[src/rtl/tensor_burst_controller.sv]
// Burst sequencer moving one or all matrices between the CPU stream and the tensor register file.
// Write: 1-cycle accept-to-strobe. Read: registered beat, held under read_ready_in backpressure.
module tensor_burst_controller #(
  parameter int DATA_WIDTH   = 8,
  parameter int MATRIX_DIM   = 3,
  parameter int NUM_MATRICES = 2,
  parameter int LANES        = 2,
  localparam int ELEMS       = MATRIX_DIM * MATRIX_DIM,
  localparam int TOTAL_ALL   = NUM_MATRICES * ELEMS,
  localparam int AW          = $clog2(TOTAL_ALL),
  localparam int SW          = $clog2(NUM_MATRICES + 1),
  localparam int PW          = LANES * DATA_WIDTH
) (
  input  logic          clock_in,
  input  logic          reset_in,
  input  logic          start_in,
  input  logic          direction_in,
  input  logic [SW-1:0] matrix_select_in,
  input  logic          abort_in,
  input  logic [PW-1:0] write_data_in,
  input  logic          write_valid_in,
  output logic          write_ready_out,
  output logic          rf_write_enable_out,
  output logic [AW-1:0] rf_write_address_out,
  output logic [PW-1:0] rf_write_data_out,
  output logic [LANES-1:0] rf_lane_mask_out,
  output logic [AW-1:0] rf_read_address_out,
  input  logic [PW-1:0] rf_read_data_in,
  output logic [PW-1:0] read_data_out,
  output logic          read_valid_out,
  input  logic          read_ready_in,
  output logic          busy_out,
  output logic          done_out,
  output logic          error_out
);

  localparam int CW        = $clog2(TOTAL_ALL + 1);
  localparam int BEATS_ONE = (ELEMS + LANES - 1) / LANES;
  localparam int BEATS_ALL = (TOTAL_ALL + LANES - 1) / LANES;
  localparam int BW        = $clog2(BEATS_ALL + 1);

  typedef enum logic [1:0] {IDLE, WRITE, READ, DRAIN} state_t;

  state_t           r_state;
  logic [AW-1:0]    r_addr;
  logic [CW-1:0]    r_total;
  logic [BW-1:0]    r_beat;
  logic [BW-1:0]    r_last_beat;
  logic             r_wr_rdy;
  logic             r_rf_we;
  logic [AW-1:0]    r_rf_waddr;
  logic [PW-1:0]    r_rf_wdata;
  logic [LANES-1:0] r_mask;
  logic [PW-1:0]    r_rd_dat;
  logic             r_rd_vld;
  logic             r_done;
  logic             r_error;

  logic [LANES-1:0] w_mask;
  logic [PW-1:0]    w_rd_masked;
  logic             w_last;

  // Lane l of the current beat is live while beat*LANES+l stays inside the burst.
  always_comb begin
    w_mask = '0;
    for (int l = 0; l < LANES; l++) begin
      w_mask[LANES-1-l] = (int'(r_beat) * LANES + l) < int'(r_total);
    end
  end

  always_comb begin
    w_rd_masked = '0;
    for (int l = 0; l < LANES; l++) begin
      if (w_mask[LANES-1-l]) begin
        w_rd_masked[(LANES-l)*DATA_WIDTH-1 -: DATA_WIDTH] =
          rf_read_data_in[(LANES-l)*DATA_WIDTH-1 -: DATA_WIDTH];
      end
    end
  end

  assign w_last = (r_beat == r_last_beat);

  always_ff @(posedge clock_in) begin
    if (reset_in) begin
      r_state     <= IDLE;
      r_addr      <= '0;
      r_total     <= '0;
      r_beat      <= '0;
      r_last_beat <= '0;
      r_wr_rdy    <= 1'b0;
      r_rf_we     <= 1'b0;
      r_rf_waddr  <= '0;
      r_rf_wdata  <= '0;
      r_mask      <= '0;
      r_rd_dat    <= '0;
      r_rd_vld    <= 1'b0;
      r_done      <= 1'b0;
      r_error     <= 1'b0;
    end else begin
      r_done  <= 1'b0;
      r_error <= 1'b0;
      r_rf_we <= 1'b0;
      if (abort_in && r_state != IDLE) begin
        // Any beat presented alongside the abort is dropped on purpose.
        r_state  <= IDLE;
        r_rd_vld <= 1'b0;
        r_wr_rdy <= 1'b0;
      end else begin
        case (r_state)
          IDLE: begin
            if (start_in) begin
              if (matrix_select_in > SW'(NUM_MATRICES)) begin
                r_error <= 1'b1;
              end else begin
                r_beat <= '0;
                if (matrix_select_in == SW'(NUM_MATRICES)) begin
                  r_addr      <= '0;
                  r_total     <= CW'(TOTAL_ALL);
                  r_last_beat <= BW'(BEATS_ALL - 1);
                end else begin
                  r_addr      <= AW'(int'(matrix_select_in) * ELEMS);
                  r_total     <= CW'(ELEMS);
                  r_last_beat <= BW'(BEATS_ONE - 1);
                end
                if (direction_in) begin
                  r_state  <= WRITE;
                  r_wr_rdy <= 1'b1;
                end else begin
                  r_state  <= READ;
                end
              end
            end
          end
          WRITE: begin
            if (write_valid_in && r_wr_rdy) begin
              r_rf_we    <= 1'b1;
              r_rf_waddr <= r_addr;
              r_rf_wdata <= write_data_in;
              r_mask     <= w_mask;
              r_addr     <= r_addr + AW'(LANES);
              r_beat     <= r_beat + 1'b1;
              if (w_last) begin
                r_state  <= IDLE;
                r_wr_rdy <= 1'b0;
                r_done   <= 1'b1;
              end
            end
          end
          READ: begin
            if (!r_rd_vld || read_ready_in) begin
              r_rd_dat <= w_rd_masked;
              r_rd_vld <= 1'b1;
              r_mask   <= w_mask;
              r_addr   <= r_addr + AW'(LANES);
              r_beat   <= r_beat + 1'b1;
              if (w_last) begin
                r_state <= DRAIN;
              end
            end
          end
          DRAIN: begin
            if (r_rd_vld && read_ready_in) begin
              r_rd_vld <= 1'b0;
              r_state  <= IDLE;
              r_done   <= 1'b1;
            end
          end
          default: r_state <= IDLE;
        endcase
      end
    end
  end

  assign write_ready_out      = r_wr_rdy;
  assign rf_write_enable_out  = r_rf_we;
  assign rf_write_address_out = r_rf_waddr;
  assign rf_write_data_out    = r_rf_wdata;
  assign rf_lane_mask_out     = r_mask;
  assign rf_read_address_out  = (r_state == READ) ? r_addr : '0;
  assign read_data_out        = r_rd_dat;
  assign read_valid_out       = r_rd_vld;
  assign busy_out             = (r_state != IDLE);
  assign done_out             = r_done;
  assign error_out            = r_error;

endmodule

[config.mk]
export PLATFORM = sky130hd
export DESIGN_NAME = tensor_burst_controller
export DESIGN_NICKNAME = d
export VERILOG_FILES = /design/src/rtl/tensor_burst_controller.sv
export SDC_FILE = /design/constraint.sdc
export NUM_CORES = 1
export LEC_CHECK = 0
export ABC_AREA = 0
export CAP_MARGIN = 20
export CORE_MARGIN = 8
export CORE_UTILIZATION = 30
export DETAILED_ROUTE_END_ITERATION = 10
export PLACE_DENSITY_LB_ADDON = 0.08
export SLEW_MARGIN = 20
export SYNTH_ARGS = -nofsm -noshare
export SYNTH_HDL_FRONTEND = slang
export SYNTH_SLANG_ARGS = --single-unit
[constraint.sdc]
create_clock -name clock_in -period 2 [get_ports clock_in]
set_clock_uncertainty 0.05 [all_clocks]
set_input_delay 0.4 -clock clock_in [delete_from_list [all_inputs] [get_ports clock_in]]
set_output_delay 0.4 -clock clock_in [all_outputs]
set_load 0.02 [all_outputs]
# Yosys cells after proc, flatten, opt, wreduce, memory -nomap -nowiden
# Cells that the tools add are included.
# Widths: inputs -> output; s select.
# word_totals
register_bits	64
in_bits	41
out_inout_bits	50
elab_cells	104
# op_classes
addsub	3
mul	1
order_cmp	3
n_eq_ne	13
mux	43
bitwise	5
reduce_logical	22
# ops
operator	count
$mux 5	7
$mux 2	10
$mux 4	5
$mux 8	2
$ne 2x2->1 const B	8
$pmux 5 s3	1
$mux 1	12
$pmux 4 s3	1
$reduce_and 6->1	2
$reduce_and 3->1	3
$pmux 2 s4	1
$reduce_and 4->1	2
$reduce_bool 2->1	4
$reduce_and 7->1	1
$add 5x1->6 const B	1
$eq 2x2->1 const B	3
$lt 6x5->1	1
$pmux 1 s2	3
$add 5x2->5 const B	1
$lt 5x5->1	1
$mul 2x4->5 const B	1
$not 1->1	5
$add 4x1->4 const B	1
$eq 4x4->1	1
other kinds (11)	13

# Longest topological paths before layout
# Gate-level depths: netlist of run 1.
# logic_depth
word_depth	5
ltp_mapped	8
ltp_nobuf	6

# Worst setup path before layout of run 1
# Ideal clock, no wire load.
# synth_path
path_kind	reg-to-reg
from	reg r_total[1]
to	reg r_mask[0] (netlist: rf_lane_mask_out[0])
setup_time_ns	0.066
t_arrival_ns	1.725
required_time_ns	1.884
setup_slack_ns	0.159
stages_incl_launch_ff	7
n_path_buf	0
synth_period_minus_slack_ns	1.841
path_cell_list	dfxtp_1 > inv_1 > ha_1 > a21oi_1 > o21ai_2 > or2_0 > a21oi_2
# synth_via
elab_chain_cells	3
elab_cells_between_ends	4
cone_classes	order compare (1); mux (3)
# synth_lines
item	line_no	rtl
start, declared	46	logic [CW-1:0] r_total;
start signal, assigned	118	r_total <= CW'(TOTAL_ALL);
start signal, assigned	122	r_total <= CW'(ELEMS);
$lt 6x5->1 *	67	w_mask[LANES-1-l] = (int'(r_beat) * LANES + l) < int'(r_total);
$mux 2 (on tied branches)	150, 135	
$pmux 2 s2 *	109	case (r_state)
end signal, assigned	139	r_mask <= w_mask;
end signal, assigned	153	r_mask <= w_mask;
end, declared	53	logic [LANES-1:0] r_mask;
# Every way passes the cells marked *; elsewhere a longest branch is shown, timed or not. The select of a mux whose other input is x is not followed.
# A chain may end at the register's enable or synchronous reset.

# Worst setup path after layout of run 1
# layout_path
from	reg r_state[0]
to	reg r_state[1]
# layout_via
elab_chain_cells	3
elab_cells_between_ends	16
cone_classes	eq/ne (10); mux (1); reduce/logical (5)
# layout_lines
item	line_no	rtl
start, declared	44	state_t r_state;
start signal, assigned	85	r_state <= IDLE;
start signal, assigned	105	r_state <= IDLE;
start signal, assigned	126	r_state <= WRITE;
$eq 2x2->1, or another cell as far along	109	
$ne 2x2->1 (no line) or $logic_and 1x1->1 (tied branches)	--	
$reduce_and 7->1 (no line) or $reduce_or 2->1 (tied branches)	--	
# Parallel ways exist; a longest one is shown, timed or not.

==> qor.csv, run 1 <==
stage;metric;value;unit
run_status;status;finished clean;
clock_tree;CTS tree;done;
floorplanning;I/O pins;91;
power_and_ir_drop;total power;4.73;mW
drt;DR vias/cell;4.93;
power_and_ir_drop;P per Cell Area;1160;nW/µm²
synth;area of the mapped netlist;2650;µm²
floorplanning;chip height;110;µm
synth;number of synthesis warnings;0;
placement;DP HPWL;6.09;mm
power_and_ir_drop;leakage;1.52;nW
clock_tree;CTS clock-pin slew for the worst setup and hold paths;0.07;ns
placement;port bufs;90;
synth;synth cell count leaders;64 x nand2_1, 57 x dfxtp_1, 38 x a21oi_1;
timing;Final setup viols;0;
synth;Yosys top cell area share;43.0;%
grt;total gr overflow;0;
drt;Post-Route WL;8.25;mm
clock_tree;clk_lat worst skew;0.34;ns
floorplanning;CORE AREA;8640;µm²
worst_setup_path;CP arrival;2.15;ns
cells_and_area;total inserted antenna cells;0;
cells_and_area;fraction of layout cells with a size suffix above 1;14.9;%
power_and_ir_drop;peak supply drop;0.000412;V
drt;DRC Markers;0;
synth;Synth Flop Type;dfxtp_1;
worst_setup_path;worst path bufs/invs;2;
worst_setup_path;Worst setup SP type;flop;
worst_setup_path;Setup CP Type;flop to flop;
synth;count leader, synth;nand2_1;
cells_and_area;Final Non-Filler Cells;545;
synth;EDFF count, synth;0;
drt;drt first pass iters;4;
placement;dpl cells;529;
synth;distinct cell type count of the synthesized netlist;51;
timing;Slew HR;70.4;%
grt;first-pass GRT wire length;13.4;mm
grt;number of global-route vias before repair;2682;
worst_setup_path;crit path max-delay cell type;or3_1;
timing;worst-margin pin slew;0.444;ns
timing;minimum clock period;1.93;ns
worst_setup_path;crit path cell chain;buf_4 > ha_1 > a21boi_2 > buf_4 > a211o_1 > or3_1 > a21oi_1;
worst_setup_path;crit path max fanout;5;
timing;unrepaired setup endpoints after global routing;true;
synth;syn_nets;373;
clock_tree;H-tree lvl count;3;
grt;largest net degree at the start of global routing;38;
drt;antenna viol nets, final;0;
synth;synthesized area per cell;8.26;µm²
synth;Cells after Synth;321;
drt;total vias in the final route;2688;
drt;Initial DRC Count;122;
grt;total track usage;14.0;%
timing;max-slew violations;0;
grt;antenna violations before repair;0;
job;max_cap viols;0;
clock_tree;total clock sinks;57;
drt;mean routed wirelength per cell;15.1;µm
worst_setup_path;most frequent CP cell;buf_4;
timing;final hold viol count;0;
worst_setup_path;CP peak stage delay;0.35;ns
clock_tree;total CTS buffers;9;
cells_and_area;# nets final;484;
floorplanning;chip width;110;µm
worst_setup_path;Data required, critical path;2.21;ns
worst_hold_path;Tightest Hold Check Type;flop to flop;
synth;asr flop ratio synth;0;%
floorplanning;Rows;34;
worst_setup_path;Top Family by Delay on Critical Path;compound AO/OA/AOI/OAI gates;
worst_setup_path;Setup crit end kind;flop;
synth;#FFs+latches synth;57;
synth;Seq/Total Area, Yosys;43.0;%
clock_tree;clk root buf;clkbuf_8;
timing;achievable frequency;517;MHz
synth;largest area contributor in the netlist;dfxtp_1;
timing;fin crit share;96.6;%
clock_tree;CTS Buffer Depth;2;
synth;most area-consuming cells after synthesis;dfxtp_1 43%, nand2_1 9.1%, a21oi_1 7.2%;
placement;routability cong.;0.817;
cells_and_area;Area Growth Syn to Fin;53.3;%
floorplanning;DIE AREA;12100;µm²
floorplanning;Initial Utilization;30.7;%
per-layer routing:
layer	wire, µm	global-route usage, %	vias up
met1	3720	17.8	1265
met3	560	4.24	9
met4	119	5.30	0
met5	0	0	-
li1	-	-	1351
met2	3840	21.8	63
tightest hold or removal path, delay by kind of cell (launching register included):
| family | cells | cell delay [ns] |
|---|---|---|
| flip-flops | 1 | 0.31 |
| AND/OR/NAND/NOR | 1 | 0.05 |
| AO/OA/AOI/OAI | 1 | 0.05 |
worst paths after layout:
path                         from                   end  slack, ns  cells past startpoint
max                    r_state[0]            r_state[1]       0.07                      7
max reg2reg            r_state[0]            r_state[1]       0.07                      7
min reg2reg  rf_write_data_out[6]  rf_write_data_out[6]       0.40                      2
min          rf_write_data_out[6]  rf_write_data_out[6]       0.40                      2
cells by family (layout without fill, tap and decap cells):
kind of cell | Yosys count | count (layout) | share of synthesized area (%)
multiplexers | 1 | 1 | 0.378
buffers and inverters | 31 | 147 | 5.00
flip-flops | 57 | 57 | 43.0
AND/OR/NAND/NOR | 144 | 144 | 26.8
AO/OA/AOI/OAI | 77 | 77 | 19.6
adder cells (fa/ha/maj) | 11 | 11 | 5.19
cell type report:
| class | instances | area [µm²] |
|---|---|---|
| fillers | 882 | 4570 |
| multi-input cells | 233 | 1400 |
| flip-flops and latches | 57 | 1140 |
| repair buffers | 120 | 1130 |
| clock buffers | 11 | 141 |
| well taps | 108 | 135 |
| clock inverters | 5 | 78.8 |
| inverters | 11 | 41.3 |
registers in the layout, indices dropped and copies added (netlist names):
signal / cells
write_ready_out: 1
rf_write_data_out: 16
r_beat: 4
rf_write_address_out: 5
done_out: 1
rf_lane_mask_out: 2
rf_write_enable_out: 1
r_state: 2
error_out: 1
read_valid_out: 1
r_total: 2
r_addr: 5
read_data_out: 16
timing repair:
item | 4_1_cts | 5_1_grt
setup endpoints to repair | 7 | 21
hold buffers | 0 | 0
resized for setup | 9 | 9
setup buffers | 0 | 0
report_power, final:
part	switching, mW	total, mW	internal (mW)
clock network	0.479	1.21	0.734
logic	1.14	2.13	0.997
registers	0.108	1.39	1.28
total	1.72	4.73	3.01
cells in the final DEF (no fill, tap or decap), drive strengths merged, types with 8 or more instances in the layout:
master,n
a21oi,39
a2bb2oi,8
buf,31
clkbuf,12
clkdlybuf4s50,83
dfxtp,57
ha,11
inv,11
nand2,64
nand3,8
nand4,19
nor2,18
per-stage QoR:
stage	util [%]	cell area, µm²	hold slack, ns	setup WS, ns	setup TNS, ns
2_1_floorplan	-	2650	0.390	0.159	0
3_3_place_gp	44.3	3830	0.391	-0.126	-1.47
3_5_place_dp	44.3	3830	0.396	-0.144	-1.52
4_1_cts	47.0	4060	0.405	0.0126	0
5_1_grt	47.1	4060	0.428	-0.0299	-0.0491
6_report	47.1	4060	0.403	0.0676	0
No activity file was read; power rests on OpenSTA's default activity.
==> run 2: changes to the inputs <==
- ABC_AREA: 0 -> 1
- MAX_ROUTING_LAYER: unset -> met4
==> run 2 against run 1 <==
Against the previous run: setup slack improved by 0.020 ns; critical endpoint is now busy_out; flip-flop and latch count did not move; clock power fell by 21%; highest routed layer unchanged; combinational power fell by 9.9%; via count fell by 4.0%; critical path type is now flop to primary output; power fell by 7.7%; maximum frequency rose by 1.1%.
==> qor.csv, run 2 <==
stage;metric;value;unit;change
worst_setup_path;RR Endpoint;r_addr[4];;was r_state[1]
worst_setup_path;crit path max fanout;4;;was 5
timing;Final setup viols;0;;unchanged
synth;Cells after Synth;368;;was 321
worst_hold_path;hold wc startpoint;read_data_out[6];;was rf_write_data_out[6]
drt;met2 wire len;3.39;mm;was 3.84 mm
floorplanning;DIE AREA;12300;µm²;was 12,100 µm²
floorplanning;I/O pins;91;;unchanged
power_and_ir_drop;Psw;1.79;mW;was 1.72 mW
drt;met3 routed WL;406;µm;was 560 µm
drt;mean routed wirelength per cell;13.4;µm;was 15.1 µm
synth;most area-consuming cells after synthesis;dfxtp_1 42%, nand2_1 10%, nor2_1 9.4%;;was dfxtp_1 43%, nand2_1 9.1%, a21oi_1 7.2%
clock_tree;total clock sinks;57;;unchanged
cells_and_area;Fill cells;898;;was 882
synth;simple logic cell fraction of the synthesized area;29.2;%;was 26.8%
floorplanning;CORE AREA;8720;µm²;was 8640 µm²
cells_and_area;fraction of layout cells with a size suffix above 1;10.4;%;was 14.9%
worst_setup_path;Data required, critical path;1.55;ns;was 2.21 ns
timing;unrepaired setup endpoints after global routing;false;;was true
synth;syn_nets;420;;was 373
synth;EDFF count, synth;0;;unchanged
power_and_ir_drop;P per Cell Area;1130;nW/µm²;was 1160 nW/µm²
worst_setup_path;Setup CP Type;flop to primary output;;was flop to flop
power_and_ir_drop;peak supply drop;0.000435;V;was 0.000412 V
drt;Post-Route WL;7.74;mm;was 8.25 mm
power_and_ir_drop;total power;4.37;mW;was 4.73 mW
cells_and_area;total inserted antenna cells;0;;unchanged
clock_tree;H-tree lvl count;3;;unchanged
synth;xor-xnor portion of the synthesized cell area;0.324;%;was 0%
timing;worst-margin pin slew;0.308;ns;was 0.444 ns
worst_hold_path;Tightest Hold Check Type;flop to flop;;unchanged
grt;total gr overflow;0;;unchanged
timing;max-slew violations;0;;unchanged
clock_tree;CTS tree;done;;unchanged
timing;final hold viol count;0;;unchanged
job;max_cap viols;0;;unchanged
placement;dpl cells;564;;was 529
clock_tree;clk root buf;clkbuf_8;;unchanged
power_and_ir_drop;Clk pwr share;21.8;%;was 25.6%
synth;distinct cell type count of the synthesized netlist;31;;was 51
timing;final hold slack;0.416;ns;was 0.403 ns
drt;Initial DRC Count;100;;was 122
synth;Yosys top cell area share;42.2;%;was 43.0%
timing;Slew HR;79.3;%;was 70.4%
worst_setup_path;CP arrival;1.46;ns;was 2.15 ns
synth;compound-cell area share of the yosys netlist;13.7;%;was 19.6%
power_and_ir_drop;leakage;1.67;nW;was 1.52 nW
timing;setup TNS;0;ns;unchanged
placement;port bufs;90;;unchanged
worst_setup_path;reg-to-reg startpoint;r_state[0];;unchanged
drt;total vias in the final route;2580;;was 2,688
cells_and_area;commonest non-fill, non-tap cell in the layout;clkdlybuf4s50_1;;unchanged
clock_tree;CTS clock-pin slew for the worst setup and hold paths;0.07;ns;about the same
synth;number of synthesis warnings;0;;unchanged
synth;area of the mapped netlist;2710;µm²;was 2650 µm²
power_and_ir_drop;Comb power frac;43.9;%;was 45.1%
worst_hold_path;hold path depth;2;;unchanged
placement;DP HPWL;5.88;mm;was 6.09 mm
cells_and_area;# nets final;519;;was 484
floorplanning;chip width;111;µm;was 110 µm
clock_tree;clk_lat worst skew;0.33;ns;was 0.34 ns
grt;largest net degree at the start of global routing;32;;was 38
clock_tree;cts repair resizes;7;;was 9
synth;asr flop ratio synth;0;%;unchanged
grt;total track usage;13.3;%;was 14.0%
synth;mux contribution to synthesized area;0;%;was 0.378%
synth;#FFs+latches synth;57;;unchanged
timing;minimum clock period;1.91;ns;was 1.93 ns
worst_setup_path;Setup crit end kind;primary output;;was flop
power_and_ir_drop;Pint;2.58;mW;was 3.01 mW
grt;antenna violations before repair;0;;unchanged
timing;achievable frequency;523;MHz;was 517 MHz
drt;Top Layer Used;met4;;unchanged
synth;Synth Flop Type;dfxtp_1;;unchanged
drt;drt first pass iters;4;;unchanged
synth;Seq/Total Area, Yosys;42.2;%;was 43.0%
clock_tree;post-cts hold buffer count;0;;unchanged
floorplanning;chip height;111;µm;was 110 µm
synth;largest family of logic cells by synthesized area;simple AND/OR/NAND/NOR gates;;unchanged
cells_and_area;Area Growth Syn to Fin;43.3;%;was 53.3%
grt;first-pass GRT wire length;13.2;mm;was 13.4 mm
worst_setup_path;Worst setup SP type;flop;;unchanged
floorplanning;Rows;34;;unchanged
drt;DRC Markers;0;;unchanged
floorplanning;Initial Utilization;31.0;%;was 30.7%
clock_tree;total CTS buffers;9;;unchanged
worst_setup_path;R2R depth;10;;was 7
placement;dpl ws;0.0613;ns;was -0.144 ns
worst_hold_path;Hold Path Sink;read_data_out[6];;was rf_write_data_out[6]
timing;fin crit share;95.6;%;was 96.6%
grt;number of global-route vias before repair;2632;;was 2,682
run_status;status;finished clean;;unchanged
clock_tree;# Post-CTS Setup Buffers;0;;unchanged
timing;final worst setup slack;0.0879;ns;was 0.0676 ns
clock_tree;CTS Buffer Depth;2;;unchanged
synth;largest area contributor in the netlist;dfxtp_1;;unchanged
power_and_ir_drop;sequential power share;34.3;%;was 29.3%
synth;synth cell count leaders;72 x nand2_1, 68 x nor2_1, 57 x dfxtp_1;;was 64 x nand2_1, 57 x dfxtp_1, 38 x a21oi_1
cells_and_area;Final Non-Filler Cells;580;;was 545
power_and_ir_drop;Sw Share;40.9;%;was 36.4%
cells_and_area;commonest cells after routing, fill and taps aside;84 x clkdlybuf4s50_1, 72 x nand2_1, 68 x nor2_1;;was 83 x clkdlybuf4s50_1, 64 x nand2_1, 56 x dfxtp_1
drt;antenna viol nets, final;0;;unchanged
worst_setup_path;internal reg-to-reg setup slack;0.26;ns;was 0.07 ns
synth;count leader, synth;nand2_1;;unchanged
drt;DR vias/cell;4.45;;was 4.93
drt;metal1 wirelength;3.84;mm;was 3.72 mm
synth;Post-Synth Adder-Cell Area;5.09;%;was 5.19%
synth;synthesized area per cell;7.35;µm²;was 8.26 µm²
placement;routability cong.;0.811;;was 0.817
==> run 2: cell count changes in the layout (fill, tap and decap cells not counted), moves of 12 or more <==
cell / delta
buf_4: -19
inv_1: +24
nand3_1: +12
nand4_1: -18
nor2_1: +50
o21ai_0: +30
==> run 2: through the flow <==
| stage | area [µm²] | utilization [%] |
|---|---|---|
| after floorplan | 2710 | - |
| after global placement | 3720 | 42.7 |
| after detailed placement | 3720 | 42.7 |
| after CTS | 3890 | 44.6 |
| after global routing | 3880 | 44.5 |
| final | 3880 | 44.5 |
==> run 2: cell type report <==
class                           instances  area, µm²  share of cell area [%]
Tap cell                              108        135                    3.49
Sequential cell                        57       1140                    29.4
Multi-Input combinational cell        259       1310                    33.8
Timing Repair Buffer                  100        956                    24.7
Clock inverter                          5       31.3                   0.807
Clock buffer                           11        141                    3.65
Inverter                               40        163                    4.19
==> run 2: power by group through the flow <==
stage / logic, mW / clock network, mW / registers, mW
detailed placement: 1.95 / 0 / 1.52
CTS: 1.94 / 0.977 / 1.50
floorplan: 1.18 / 0 / 1.64
global placement: 1.94 / 0 / 1.52
finish: 1.92 / 0.951 / 1.50
global route: 2.17 / 1.05 / 1.53
==> run 2: cells by family (layout without fill, tap and decap cells) <==
family | count (synthesis) | in the layout
adders and majority gates | 11 | 11
AOI/OAI and AO/OA | 71 | 71
buffers and inverters | 52 | 156
DFF | 57 | 57
xor gates and xnor gates | 1 | 1
and+or+nand+nor | 176 | 176
==> run 2: metal layers <==
| layer | up-vias | global-route usage, % |
|---|---|---|
| li1 | 1368 | - |
| met1 | 1137 | 16.7 |
| met2 | 68 | 19.6 |
| met3 | 7 | 4.11 |
| met4 | 0 | 4.86 |
| met5 | - | - |
==> run 2: worst max-delay path by stage <==
stage	start	to	slack [ns]	cells past startpoint
after detailed placement	write_valid_in	rf_write_data_out[15]	0.06	8
after CTS	r_state[0]	busy_out	0.03	4
after global placement	r_state[0]	rf_read_address_out[1]	0.09	5
after floorplan	r_state[0]	r_beat[0]	0.45	12
final	r_state[0]	busy_out	0.09	4
after global routing	r_state[0]	busy_out	0.006	4
==> run 2: critical path, stage by stage (launching register included) <==
cell             delay (ns)
dfxtp_1                0.38
inv_1                  0.09
ha_1                   0.27
inv_6                  0.11
clkdlybuf4s15_1        0.30
